<file path="src/rtl/ultrasonido_pkg.sv">
// Shared types and constant helpers for the multichannel ultrasonic ranging engine.
package ultrasonido_pkg;

  localparam int unsigned HZ_PER_MHZ = 1_000_000;

  typedef enum logic [2:0] {
    ST_IDLE      = 3'd0,
    ST_TRIG      = 3'd1,
    ST_WAIT_RISE = 3'd2,
    ST_MEASURE   = 3'd3,
    ST_RESULT    = 3'd4,
    ST_HOLDOFF   = 3'd5
  } state_e;

  // Bits needed to hold values 0..value-1; never less than one bit.
  function automatic int unsigned clog2(input int unsigned value);
    int unsigned r;
    r = 0;
    for (int unsigned i = 0; i < 32; i++) begin
      if ((64'd1 << i) < 64'(value)) r = i + 1;
    end
    return (r == 0) ? 1 : r;
  endfunction

  function automatic int unsigned max2(input int unsigned a, input int unsigned b);
    return (a > b) ? a : b;
  endfunction

  // Clock cycles per microsecond tick; at least one.
  function automatic int unsigned cycles_per_us(input int unsigned clk_hz);
    return (clk_hz < HZ_PER_MHZ) ? 1 : clk_hz / HZ_PER_MHZ;
  endfunction

  // Last tick index of an N-tick interval; an empty interval behaves like one tick.
  function automatic int unsigned last_tick(input int unsigned n);
    return (n == 0) ? 0 : n - 1;
  endfunction

endpackage

</file>
<file path="src/rtl/us_tick_gen.sv">
// Free-running prescaler producing a one-cycle strobe every DIV clocks.
module us_tick_gen
  import ultrasonido_pkg::*;
#(
  parameter int unsigned DIV = 50
) (
  input  logic clk,
  input  logic rst,
  output logic tick_o
);

  localparam int unsigned CNT_W = clog2(DIV);

  logic [CNT_W-1:0] cnt_q, cnt_d;
  logic             tick_q, tick_d;
  logic             wrap;

  // Count 0..DIV-1 and flag the wrap.
  always_comb begin
    wrap   = (cnt_q == CNT_W'(DIV - 1));
    cnt_d  = wrap ? '0 : cnt_q + CNT_W'(1);
    tick_d = wrap;
  end

  // Prescaler state.
  always_ff @(posedge clk) begin
    if (rst) begin
      cnt_q  <= '0;
      tick_q <= 1'b0;
    end else begin
      cnt_q  <= cnt_d;
      tick_q <= tick_d;
    end
  end

  assign tick_o = tick_q;

endmodule

</file>
<file path="src/rtl/ultrasonido_multicanal.sv">
// Round-robin HC-SR04 style ranging engine: triggers each sensor in turn,
// times its echo in 1 us ticks and reports the distance in centimetres.
module ultrasonido_multicanal
  import ultrasonido_pkg::*;
#(
  parameter int unsigned CLK_HZ     = 50_000_000,
  parameter int unsigned N_CH       = 4,
  parameter int unsigned DIST_W     = 9,
  parameter int unsigned TRIG_US    = 10,
  parameter int unsigned TIMEOUT_US = 30000,
  parameter int unsigned HOLDOFF_US = 60000,
  parameter int unsigned US_PER_CM  = 58
) (
  input  logic                   clk,
  input  logic                   rst,
  input  logic                   ENABLE,
  input  logic                   MODE,
  input  logic [N_CH-1:0]        ECHO,
  output logic [N_CH-1:0]        trigg,
  output logic [DIST_W-1:0]      d,
  output logic [clog2(N_CH)-1:0] ch,
  output logic                   valid,
  output logic                   tmo,
  output logic                   busy,
  output logic                   DONE
);

  localparam int unsigned DIV     = cycles_per_us(CLK_HZ);
  localparam int unsigned CH_W    = clog2(N_CH);
  localparam int unsigned TMR_MAX = max2(max2(TIMEOUT_US, HOLDOFF_US), TRIG_US);
  localparam int unsigned TMR_W   = clog2(TMR_MAX + 1);
  localparam int unsigned SUB_W   = clog2(US_PER_CM);
  localparam int unsigned CM_MAX  = (1 << DIST_W) - 2;

  localparam logic [TMR_W-1:0]  TRIG_LAST = TMR_W'(last_tick(TRIG_US));
  localparam logic [TMR_W-1:0]  TO_LAST   = TMR_W'(last_tick(TIMEOUT_US));
  localparam logic [TMR_W-1:0]  HO_LAST   = TMR_W'(last_tick(HOLDOFF_US));
  localparam logic [SUB_W-1:0]  SUB_LAST  = SUB_W'(last_tick(US_PER_CM));
  localparam logic [DIST_W-1:0] CM_SAT    = DIST_W'(CM_MAX);
  localparam logic [CH_W-1:0]   CH_LAST   = CH_W'(N_CH - 1);

  state_e             state_q, state_d;
  logic [CH_W-1:0]    ptr_q, ptr_d;
  logic [TMR_W-1:0]   tmr_q, tmr_d;
  logic [TMR_W-1:0]   ho_q, ho_d;
  logic [SUB_W-1:0]   sub_q, sub_d;
  logic [DIST_W-1:0]  cm_q, cm_d;
  logic               en_q;
  logic               pend_q, pend_d;
  logic [N_CH-1:0]    sync1_q, sync2_q;
  logic [N_CH-1:0]    trigg_q, trigg_d;
  logic [DIST_W-1:0]  d_q, d_d;
  logic [CH_W-1:0]    ch_q, ch_d;
  logic               valid_q, valid_d;
  logic               tmo_q, tmo_d;
  logic               busy_q, busy_d;
  logic               done_q, done_d;

  logic               tick;
  logic               echo_sel;
  logic               en_rise;
  logic               start_sweep;
  logic               res_tmo;
  logic               last_ch;

  us_tick_gen #(
    .DIV(DIV)
  ) u_tick (
    .clk    (clk),
    .rst    (rst),
    .tick_o (tick)
  );

  assign echo_sel = sync2_q[ptr_q];
  assign en_rise  = ENABLE & ~en_q;

  // Two-flop synchroniser on every echo line.
  always_ff @(posedge clk) begin
    if (rst) begin
      sync1_q <= '0;
      sync2_q <= '0;
    end else begin
      sync1_q <= ECHO;
      sync2_q <= sync1_q;
    end
  end

  // Next-state, timers and registered-output values.
  always_comb begin
    state_d     = state_q;
    ptr_d       = ptr_q;
    tmr_d       = tmr_q;
    sub_d       = sub_q;
    cm_d        = cm_q;
    ho_d        = (tick && (ho_q != '1)) ? ho_q + TMR_W'(1) : ho_q;
    pend_d      = pend_q;
    start_sweep = 1'b0;
    res_tmo     = 1'b0;
    last_ch     = (ptr_q == CH_LAST);
    valid_d     = 1'b0;
    done_d      = 1'b0;
    d_d         = d_q;
    ch_d        = ch_q;
    tmo_d       = tmo_q;
    trigg_d     = '0;
    busy_d      = 1'b0;

    case (state_q)
      ST_IDLE: begin
        if (ENABLE && (MODE || pend_q || en_rise)) begin
          state_d     = ST_TRIG;
          ptr_d       = '0;
          start_sweep = 1'b1;
        end
      end

      ST_TRIG: begin
        if (tick) begin
          if (tmr_q == TRIG_LAST) begin
            state_d = ST_WAIT_RISE;
            tmr_d   = '0;
          end else begin
            tmr_d = tmr_q + TMR_W'(1);
          end
        end
      end

      ST_WAIT_RISE: begin
        // An echo already high on entry counts as the rise.
        if (echo_sel) begin
          state_d = ST_MEASURE;
          tmr_d   = '0;
          sub_d   = '0;
          cm_d    = '0;
        end else if (tick) begin
          if (tmr_q == TO_LAST) begin
            state_d = ST_RESULT;
            res_tmo = 1'b1;
          end else begin
            tmr_d = tmr_q + TMR_W'(1);
          end
        end
      end

      ST_MEASURE: begin
        // The tick on the cycle the fall is seen still counts toward distance.
        if (tick) begin
          tmr_d = tmr_q + TMR_W'(1);
          if (sub_q == SUB_LAST) begin
            sub_d = '0;
            if (cm_q != CM_SAT) cm_d = cm_q + DIST_W'(1);
          end else begin
            sub_d = sub_q + SUB_W'(1);
          end
        end
        if (!echo_sel) begin
          state_d = ST_RESULT;
        end else if (tick && (tmr_q == TO_LAST)) begin
          state_d = ST_RESULT;
          res_tmo = 1'b1;
        end
      end

      ST_RESULT: begin
        state_d = ST_HOLDOFF;
      end

      ST_HOLDOFF: begin
        if (tick && (ho_q >= HO_LAST)) begin
          ptr_d = last_ch ? '0 : ptr_q + CH_W'(1);
          if (ENABLE && (!last_ch || MODE)) state_d = ST_TRIG;
          else                              state_d = ST_IDLE;
        end
      end

      default: begin
        state_d = ST_IDLE;
      end
    endcase

    // Both the phase timer and the trigger-to-trigger timer restart at TRIG entry.
    if ((state_d == ST_TRIG) && (state_q != ST_TRIG)) begin
      tmr_d = '0;
      ho_d  = '0;
    end

    pend_d = ENABLE & (pend_q | en_rise) & ~start_sweep;

    if (state_d == ST_RESULT) begin
      valid_d = 1'b1;
      ch_d    = ptr_q;
      tmo_d   = res_tmo;
      d_d     = res_tmo ? '1 : cm_d;
      done_d  = last_ch;
    end

    if (state_d == ST_TRIG) trigg_d = N_CH'(1) << ptr_d;
    busy_d = (state_d != ST_IDLE);
  end

  // State, counters and output registers.
  always_ff @(posedge clk) begin
    if (rst) begin
      state_q <= ST_IDLE;
      ptr_q   <= '0;
      tmr_q   <= '0;
      ho_q    <= '0;
      sub_q   <= '0;
      cm_q    <= '0;
      en_q    <= 1'b0;
      pend_q  <= 1'b0;
      trigg_q <= '0;
      d_q     <= '0;
      ch_q    <= '0;
      valid_q <= 1'b0;
      tmo_q   <= 1'b0;
      busy_q  <= 1'b0;
      done_q  <= 1'b0;
    end else begin
      state_q <= state_d;
      ptr_q   <= ptr_d;
      tmr_q   <= tmr_d;
      ho_q    <= ho_d;
      sub_q   <= sub_d;
      cm_q    <= cm_d;
      en_q    <= ENABLE;
      pend_q  <= pend_d;
      trigg_q <= trigg_d;
      d_q     <= d_d;
      ch_q    <= ch_d;
      valid_q <= valid_d;
      tmo_q   <= tmo_d;
      busy_q  <= busy_d;
      done_q  <= done_d;
    end
  end

  assign trigg = trigg_q;
  assign d     = d_q;
  assign ch    = ch_q;
  assign valid = valid_q;
  assign tmo   = tmo_q;
  assign busy  = busy_q;
  assign DONE  = done_q;

endmodule

</file>
<file path="config.mk">
export PLATFORM = sky130hd
export DESIGN_NAME = ultrasonido_multicanal
export DESIGN_NICKNAME = d
export VERILOG_FILES = /design/src/rtl/ultrasonido_pkg.sv /design/src/rtl/us_tick_gen.sv /design/src/rtl/ultrasonido_multicanal.sv
export SDC_FILE = /design/constraint.sdc
export NUM_CORES = 1
export LEC_CHECK = 0
export CAP_MARGIN = 20
export CORE_ASPECT_RATIO = 1.75
export CORE_MARGIN = 2
export CORE_UTILIZATION = 50
export CTS_CLUSTER_DIAMETER = 150
export CTS_CLUSTER_SIZE = 30
export DETAILED_ROUTE_END_ITERATION = 10
export PLACE_DENSITY_LB_ADDON = 0.3
export SETUP_SLACK_MARGIN = 0.5
export SYNTH_ARGS = -nofsm -noshare
export SYNTH_HDL_FRONTEND = slang
export SYNTH_HIERARCHICAL = 1
export SYNTH_SLANG_ARGS = --single-unit
export TNS_END_PERCENT = 100
</file>
<file path="constraint.sdc">
create_clock -name clk -period 4.55 [get_ports clk]
set_input_delay 0.91 -clock clk [delete_from_list [all_inputs] [get_ports clk]]
set_output_delay 0.91 -clock clk [all_outputs]
set_load 0.05 [all_outputs]
</file>
Word level (Yosys, flattened, before mapping)
Cells that the tools add are included.

Bits in registers: 88.

Shift operators: 1. Add/sub/neg operators: 6. Order comparisons: 2. Bitwise gates (word level): 8. Multiplexer cells: 43. Equal/unequal tests: 20. Reduce and logical (&&, ||, !) cells: 20.

Operators by type and width (count): $mux W16 (6); $pmux W16 S3 (1); $mux W9 (5); $add A16 B1 Y16 const B (2); $mux W3 (9); $mux W6 (3); $pmux W3 S6 (1); $pmux W9 S2 (1); $eq A16 B15 Y1 const B (1); $eq A16 B4 Y1 const B (1); $ge A16 B16 Y1 const B (1); $ne A16 B16 Y1 const B (1); $add A6 B1 Y6 const B (2); $eq A6 B6 Y1 const B (2); $pmux W6 S2 (1); $mux W1 (10); $add A9 B1 Y9 const B (1); $eq A3 B3 Y1 const B (3); $ne A9 B9 Y1 const B (1); $reduce_or A2 Y1 (4); $eq A3 B1 Y1 const B (2); $eq A3 B2 Y1 const B (2); $logic_and A1 B1 Y1 (6); $mux W2 (3); other kinds (22) (31).

Depth between registers and ports, before layout
Gate-level depths: netlist (run 1).

Depth after elaboration: 10. Mapped depth: 9. Gate-level depth less buffers: 8.

Cells and area by module
Netlist (run 1), hierarchy kept.

Modules (own cells, without submodules): ultrasonido_multicanal (cells each 416, times used 1, seq. area each 1621.6 µm², area each 3941.3 µm²); us_tick_gen (cells each 27, times used 1, seq. area each 140.1 µm², area each 274.0 µm²).

Least setup slack after synthesis (run 1)
OpenSTA, ideal clock, no wires.

Path kind: flip-flop to flip-flop. Start point: register tmr_q[7]. End point: register tmr_q[10]. Path slack: 2.195 ns. Stages on the path, launching flop included: 7. Library setup time: 0.117 ns. Arrival time: 2.238 ns. Clock period less this slack: 2.355 ns. Cell sequence: dfxtp_1 > or4_4 > or2_1 > or4_4 > nand3_1 > buf_4 > nor3_2.

Word-level cells in the longest chain between the ends: 8.

RTL lines: start: declaration (RTL line ultrasonido_multicanal.sv:44) `logic [TMR_W-1:0] tmr_q, tmr_d;`; start signal: assignment (RTL line ultrasonido_multicanal.sv:222) `tmr_q <= tmr_d;`; parallel branches: the longest is 8 deep, another holds $add A16 B1 Y16.

Several ways; the timed one is not identified. The select of a mux whose other input is x is not followed. A chain may end at the register's enable or synchronous reset.

Worst setup path in the final report (run 1)
Start point: register u_tick.tick_q (netlist: u_tick/tick_o). End point: register tmr_q[11].

Word-level cells in the longest chain between the ends: 7.

RTL lines: start: declaration (RTL line us_tick_gen.sv:15) `logic tick_q, tick_d;`; start signal: assignment (RTL line us_tick_gen.sv:32) `tick_q <= tick_d;`; $logic_and A1 B1 Y1 (RTL line ultrasonido_multicanal.sv:158) `end else if (tick && (tmr_q == TO_LAST)) begin`; $mux W3 (RTL line ultrasonido_multicanal.sv:158); $mux W3 (RTL line ultrasonido_multicanal.sv:156) `if (!echo_sel) begin`; $pmux W3 S6 (RTL line ultrasonido_multicanal.sv:108) `case (state_q)`; $eq A3 B1 Y1 (RTL line ultrasonido_multicanal.sv:182) `if ((state_d == ST_TRIG) && (state_q != ST_TRIG)) begin`; $logic_and A1 B1 Y1 (RTL line ultrasonido_multicanal.sv:182); $reduce_or A2 Y1 (no line).

Several ways; a longest one is shown, not always the timed one.

==> metrics.txt, run 1 <==
initial antenna violation count 0; hpwl dp 5980 um; area delta synth->final 14.0%; HP Class flop to flop; Via Count 3233; #FFs+latches synth 88; Placeable Area 0.00826 mm2; num rows 44; DRC 0; Pre-antenna DRT Iters 4; Cell Count, Final, Fillers Out 561; Post-Syn Instances 443; H-tree Lvls 3; Routed WL per cell 15.0 um; Seq/Total Area, Yosys 0.418; Hold Path Origin sync1_q[0]; Mapped Nets 461; clk buf depth 2; max frequency 353 MHz; antenna viol nets, final 0; worst slew pin tran 992 ps; Reg clk slew, reported paths 60 ps; crit path DAT 3020 ps; Worst R2R Start u_tick/tick_o; first-pass GRT wire length 14300 um; RSZ-0062 raised after global routing false; status finished clean; worst setup path startpoint u_tick/tick_o; cts bufs inserted 9; Setup CP Type flop to flop; fin crit share 0.623; NumNets Final 482; setup violators final 0; Die Area 0.00921 mm2; Placed Cells 545; worst rel slew slack 0.337; Final WS setup 1710 ps; Total GRT Usage 0.196; Initial Util 0.510; ys async rst share 0; post_cts resized 0; DRT iter0 DRCs 161; # clock sinks 88; R2R Setup Slk 1710 ps; pre-CTS WS 1410 ps; Die Wd 73.4 um; Mean Syn Cell Area 9.52 um2; Final TNS setup 0 ps; GRT Residual Overflow 0; Min-Delay Endpoint sync2_q[0]; max cap viols 0; GPL Wtd Cong 0.828; leakage 1.65 nW; logic depth of the worst register-to-register path 7; r2r endpoint tmr_q[11]; Startpoint Class flop; number of synthesized flops with an enable pin 0; VDD IR max 233 uV; Die Ht 125 um; placed standard-cell area 0.00450 mm2; Post-CTS Setup Bufs 0; Pwr Density 333 mW/mm2; Port Buffers 26; vias in the first global route 3215; largest fanout on the critical path 20; minimum clock period after layout 2840 ps; Synth Flop Type dfxtp_1; CTS tree built; vias per cell 5.76; Final Hold Viols 0; synth unique cells 61; Mapped Area 0.00422 mm2; final instance area 0.00481 mm2; Critical Path Sink Type flop; Clock Latency Late Sink 340 ps; Boundary Pins 27; largest net degree at the start of global routing 56; skew final 7.35 ps; Max Slew Vio Count 0; Clock Tree Root clkbuf_16; share of layout cells above drive strength 1 0.149; Ys Warns 6; Hold-fix buffers, CTS 0; antenna cell count 0; Req. time, crit path 4730 ps; hold depth 1; WL final 8400 um
==> cells in the mapped netlist (2+ instances only) <==
cell       number  area [um2]
nor4_1          4        25.0
o21ai_0         2        10.0
nand2b_1        7        43.8
nand2_1        26        97.6
nor4b_1         2        17.5
nor2b_1        10        62.6
or4bb_1         2        22.5
or3b_2          4        35.0
xor2_1         20         175
inv_1          12        45.0
nor3_1         12        60.1
a21o_1          3        22.5
nand3_1        18        90.1
clkbuf_1       12        45.0
o211a_1         2        20.0
a2111oi_2       2        30.0
xnor2_1        20         175
nand4_1        11        68.8
and2_1          5        31.3
nor2_1         44         165
buf_2           2        10.0
o32ai_1         2        17.5
nor3_2         30         300
and3_1          8        50.1
ha_1           10         125
mux2i_1         4        40.0
mux2_2          4        45.0
or4_4           2        22.5
a21oi_1        13        65.1
and4_1          8        70.1
and3b_1         2        17.5
a31oi_1         2        12.5
buf_6           3        33.8
nor3b_1         4        30.0
or3_1           7        43.8
a211oi_1       11        82.6
o211ai_1        2        15.0
dfxtp_1        88        1760
==> registers in the layout, indices dropped and copies added (netlist names), 2 cells and up <==
| name | flops |
|---|---|
| ptr_q | 2 |
| trigg | 4 |
| sync2_q | 4 |
| ch | 2 |
| cm_q | 9 |
| u_tick/cnt_q | 6 |
| sync1_q | 4 |
| sub_q | 6 |
| d | 9 |
| state_q | 3 |
| tmr_q | 16 |
| ho_q | 16 |
==> worst max-delay path: stages, from the launching register on <==
cell,delay (ps)
dfxtp_1,580
nand2_1,260
or3_1,400
a21oi_1,250
nand3_1,170
a21boi_4,510
buf_4,410
nor3_2,90
==> stage by stage <==
stage / util / power [mW] / hold WS (ps)
after global placement: 0.545 / 0.868 / 428
final: 0.582 / 1.60 / 444
after floorplan: - / 0.854 / 414
after CTS: 0.582 / 1.61 / 445
after detailed placement: 0.545 / 0.869 / 424
after global routing: 0.582 / 1.65 / 459
==> how the worst max path moves through the flow <==
stage | endpoint | cells after the start | slack, ps
6_report | tmr_q[11] | 7 | 1710
5_1_grt | tmr_q[11] | 7 | 1460
4_1_cts | tmr_q[11] | 7 | 1700
3_5_place_dp | tmr_q[11] | 7 | 1410
3_3_place_gp | ho_q[2] | 7 | 1460
2_1_floorplan | tmr_q[10] | 6 | 2200
==> power breakdown <==
group | internal [mW] | switching (mW) | leakage, nW
Sequential | 0.779 | 0.00641 | 0.712
Combinational | 0.0225 | 0.0433 | 0.798
Clock | 0.430 | 0.319 | 0.143
==> layout by cell type (no fill, tap or decap), types with 3 or more instances in the layout <==
cell type / Yosys / layout
dfxtp_1: 88 / 88
nor2_1: 44 / 44
nor3_2: 30 / 30
nand2_1: 26 / 26
clkdlybuf4s50_1: 0 / 25
xor2_1: 20 / 20
xnor2_1: 20 / 20
nand3_1: 18 / 18
a21oi_1: 13 / 13
inv_1: 12 / 12
nor3_1: 12 / 12
nand4_1: 11 / 11
a211oi_1: 11 / 11
nor2b_1: 10 / 10
ha_1: 10 / 10
clkbuf_16: 0 / 9
and3_1: 8 / 8
and4_1: 8 / 8
nand2b_1: 7 / 7
or3_1: 7 / 7
and2_1: 5 / 5
nor4_1: 4 / 4
or3b_2: 4 / 4
nor3b_1: 4 / 4
mux2i_1: 4 / 4
mux2_2: 4 / 4
a21o_1: 3 / 3
inv_6: 0 / 3
==> metal layers <==
layer	global-route usage	vias to the layer above	wire length, um
li1	-	1626	-
met5	0	-	0
met3	0.0419	19	213
met1	0.216	1542	3390
met4	0.0941	0	231
met2	0.345	46	4560
==> cell families after synthesis <==
kind of cell,Yosys count,synth area share
flops,88,0.418
xor+xnor,40,0.0831
compound gates,53,0.0988
mux,9,0.0255
buf+inv,30,0.0335
fa+ha+maj,11,0.0321
simple gates,212,0.309
==> final cells by class <==
| type | instances | area, um2 |
|---|---|---|
| fillers | 750 | 3450 |
| multi-input cells | 325 | 2310 |
| flip-flops and latches | 88 | 1760 |
| repair buffers | 28 | 270 |
| clock buffers | 9 | 225 |
| well taps | 92 | 115 |
| clock inverters | 7 | 76.3 |
| inverters | 12 | 45.0 |
Note: power is estimated with default switching activity, not from simulation.
==> run 2, diff against run 1 <==
- clock period: 4.55 -> 2.7 ns (I/O delays scaled with it)
==> metrics.txt, run 2 (same netlist as run 1, synthesis figures left out) <==
CTS tree built; Via Count 3511; antenna viol nets, final 0; Reg clk slew, reported paths 60 ps; GPL Wtd Cong 0.816; first-pass GRT wire length 16400 um; DRT iter0 DRCs 142; Startpoint Class flop; Req. time, crit path 2970 ps; FF+latch area 0.00179 mm2; Placed Cells 556; final instance area 0.00553 mm2; largest fanout on the critical path 7; R2R Setup Slk 270 ps; Setup CP Type flop to flop; Hold-fix buffers, CTS 0; commonest non-fill, non-tap cell in the layout dfxtp_1; GRT Residual Overflow 0; Fill cells 617; setup violators final 0; WL final 10400 um; Die Wd 73.4 um; fin crit share 0.899; minimum clock period after layout 2430 ps; clk buf depth 2; HP Class flop to flop; # clock sinks 88; Largest regs ho_q: 16 flops, tmr_q: 16 flops; max cap viols 0; Total GRT Usage 0.227; area delta synth->final 31.2%; DRC 0; commonest cells after routing, fill and taps aside dfxtp_1, nor2_1, nor3_2; share of layout cells above drive strength 1 0.296; worst rel slew slack 0.510; crit path DAT 2690 ps; Final Hold Viols 0; vias in the first global route 3409; NumNets Final 517; initial antenna violation count 0; Initial Util 0.510; skew final 8.89 ps; Power, Total 2.80 mW; hpwl dp 6460 um; placed standard-cell area 0.00463 mm2; Die Area 0.00921 mm2; cts bufs inserted 9; Pre-antenna DRT Iters 4; Cell Count, Final, Fillers Out 596; Boundary Pins 27; Die Ht 125 um; largest net degree at the start of global routing 23; Final WS setup 274 ps; antenna cell count 0; max frequency 412 MHz; Max Slew Vio Count 0; Clock Latency Late Sink 340 ps; H-tree Lvls 3; Port Buffers 26; RSZ-0062 raised after global routing true; Pwr Density 507 mW/mm2; final hold slack 440 ps; num rows 44; Clock Tree Root clkbuf_16; Finished Core Util 0.670; Critical Path Sink Type flop; worst slew pin tran 733 ps; pre-CTS WS 74.3 ps; VDD IR max 325 uV; Routed WL per cell 17.4 um; Final TNS setup 0 ps; area taken by multi-input logic gates 0.00263 mm2; Placeable Area 0.00826 mm2; vias per cell 5.89; leakage 1.91 nW; status finished clean
==> run 2: changes by cell type in the layout (fill, tap and decap cells not counted), sizes merged <==
| cell | before | now |
|---|---|---|
| inv | 15 | 14 |
| a31o | 1 | 2 |
| buf | 3 | 37 |
| clkinv | 1 | 3 |
| clkinvlp | 2 | 0 |
| clkbuf | 9 | 10 |
==> run 2: worst paths after layout <==
check             startpoint         end  depth (start not counted)
hold reg to reg   sync1_q[0]  sync2_q[0]                          1
setup / recovery   tmr_q[15]    ho_q[13]                          8
setup reg to reg   tmr_q[15]    ho_q[13]                          8
hold / removal    sync1_q[0]  sync2_q[0]                          1
==> run 2: cell type report <==
| type | count | share of cell area |
|---|---|---|
| clock inverter | 6 | 0.0133 |
| clock buffer | 10 | 0.0432 |
| timing repair buffer | 62 | 0.116 |
| multi-input combinational | 326 | 0.476 |
| tap | 92 | 0.0208 |
| inverter | 12 | 0.00814 |
| sequential | 88 | 0.323 |
==> run 2: what timing repair did <==
item	in CTS	in global routing
cloned	3	0
hold endpoints to repair	0	0
pin swaps	16	11
setup endpoints to repair	48	54
setup buffers	13	8
resized for setup	32	41
==> run 2: per-layer routing <==
metal / part of all wire / GRT usage / vias to the layer above
met1: 0.39 / 0.259 / 1699
met3: 0.030 / 0.0508 / 30
met4: 0.038 / 0.102 / 0
met2: 0.55 / 0.393 / 79
met5: 0 / 0 / -
li1: - / - / 1703
==> run 2: critical path: stages (launching register included) <==
cell	delay (ps)
dfxtp_2	320
or4_4	550
or2_1	260
or4_4	440
o211a_4	170
a21boi_4	180
buf_4	170
buf_12	130
nor3_2	140
==> run 2: report_power, final <==
group	internal, mW	switching (mW)	leakage (nW)
clock	0.754	0.536	0.154
sequential	1.31	0.00786	0.720
combinational	0.0906	0.105	1.04
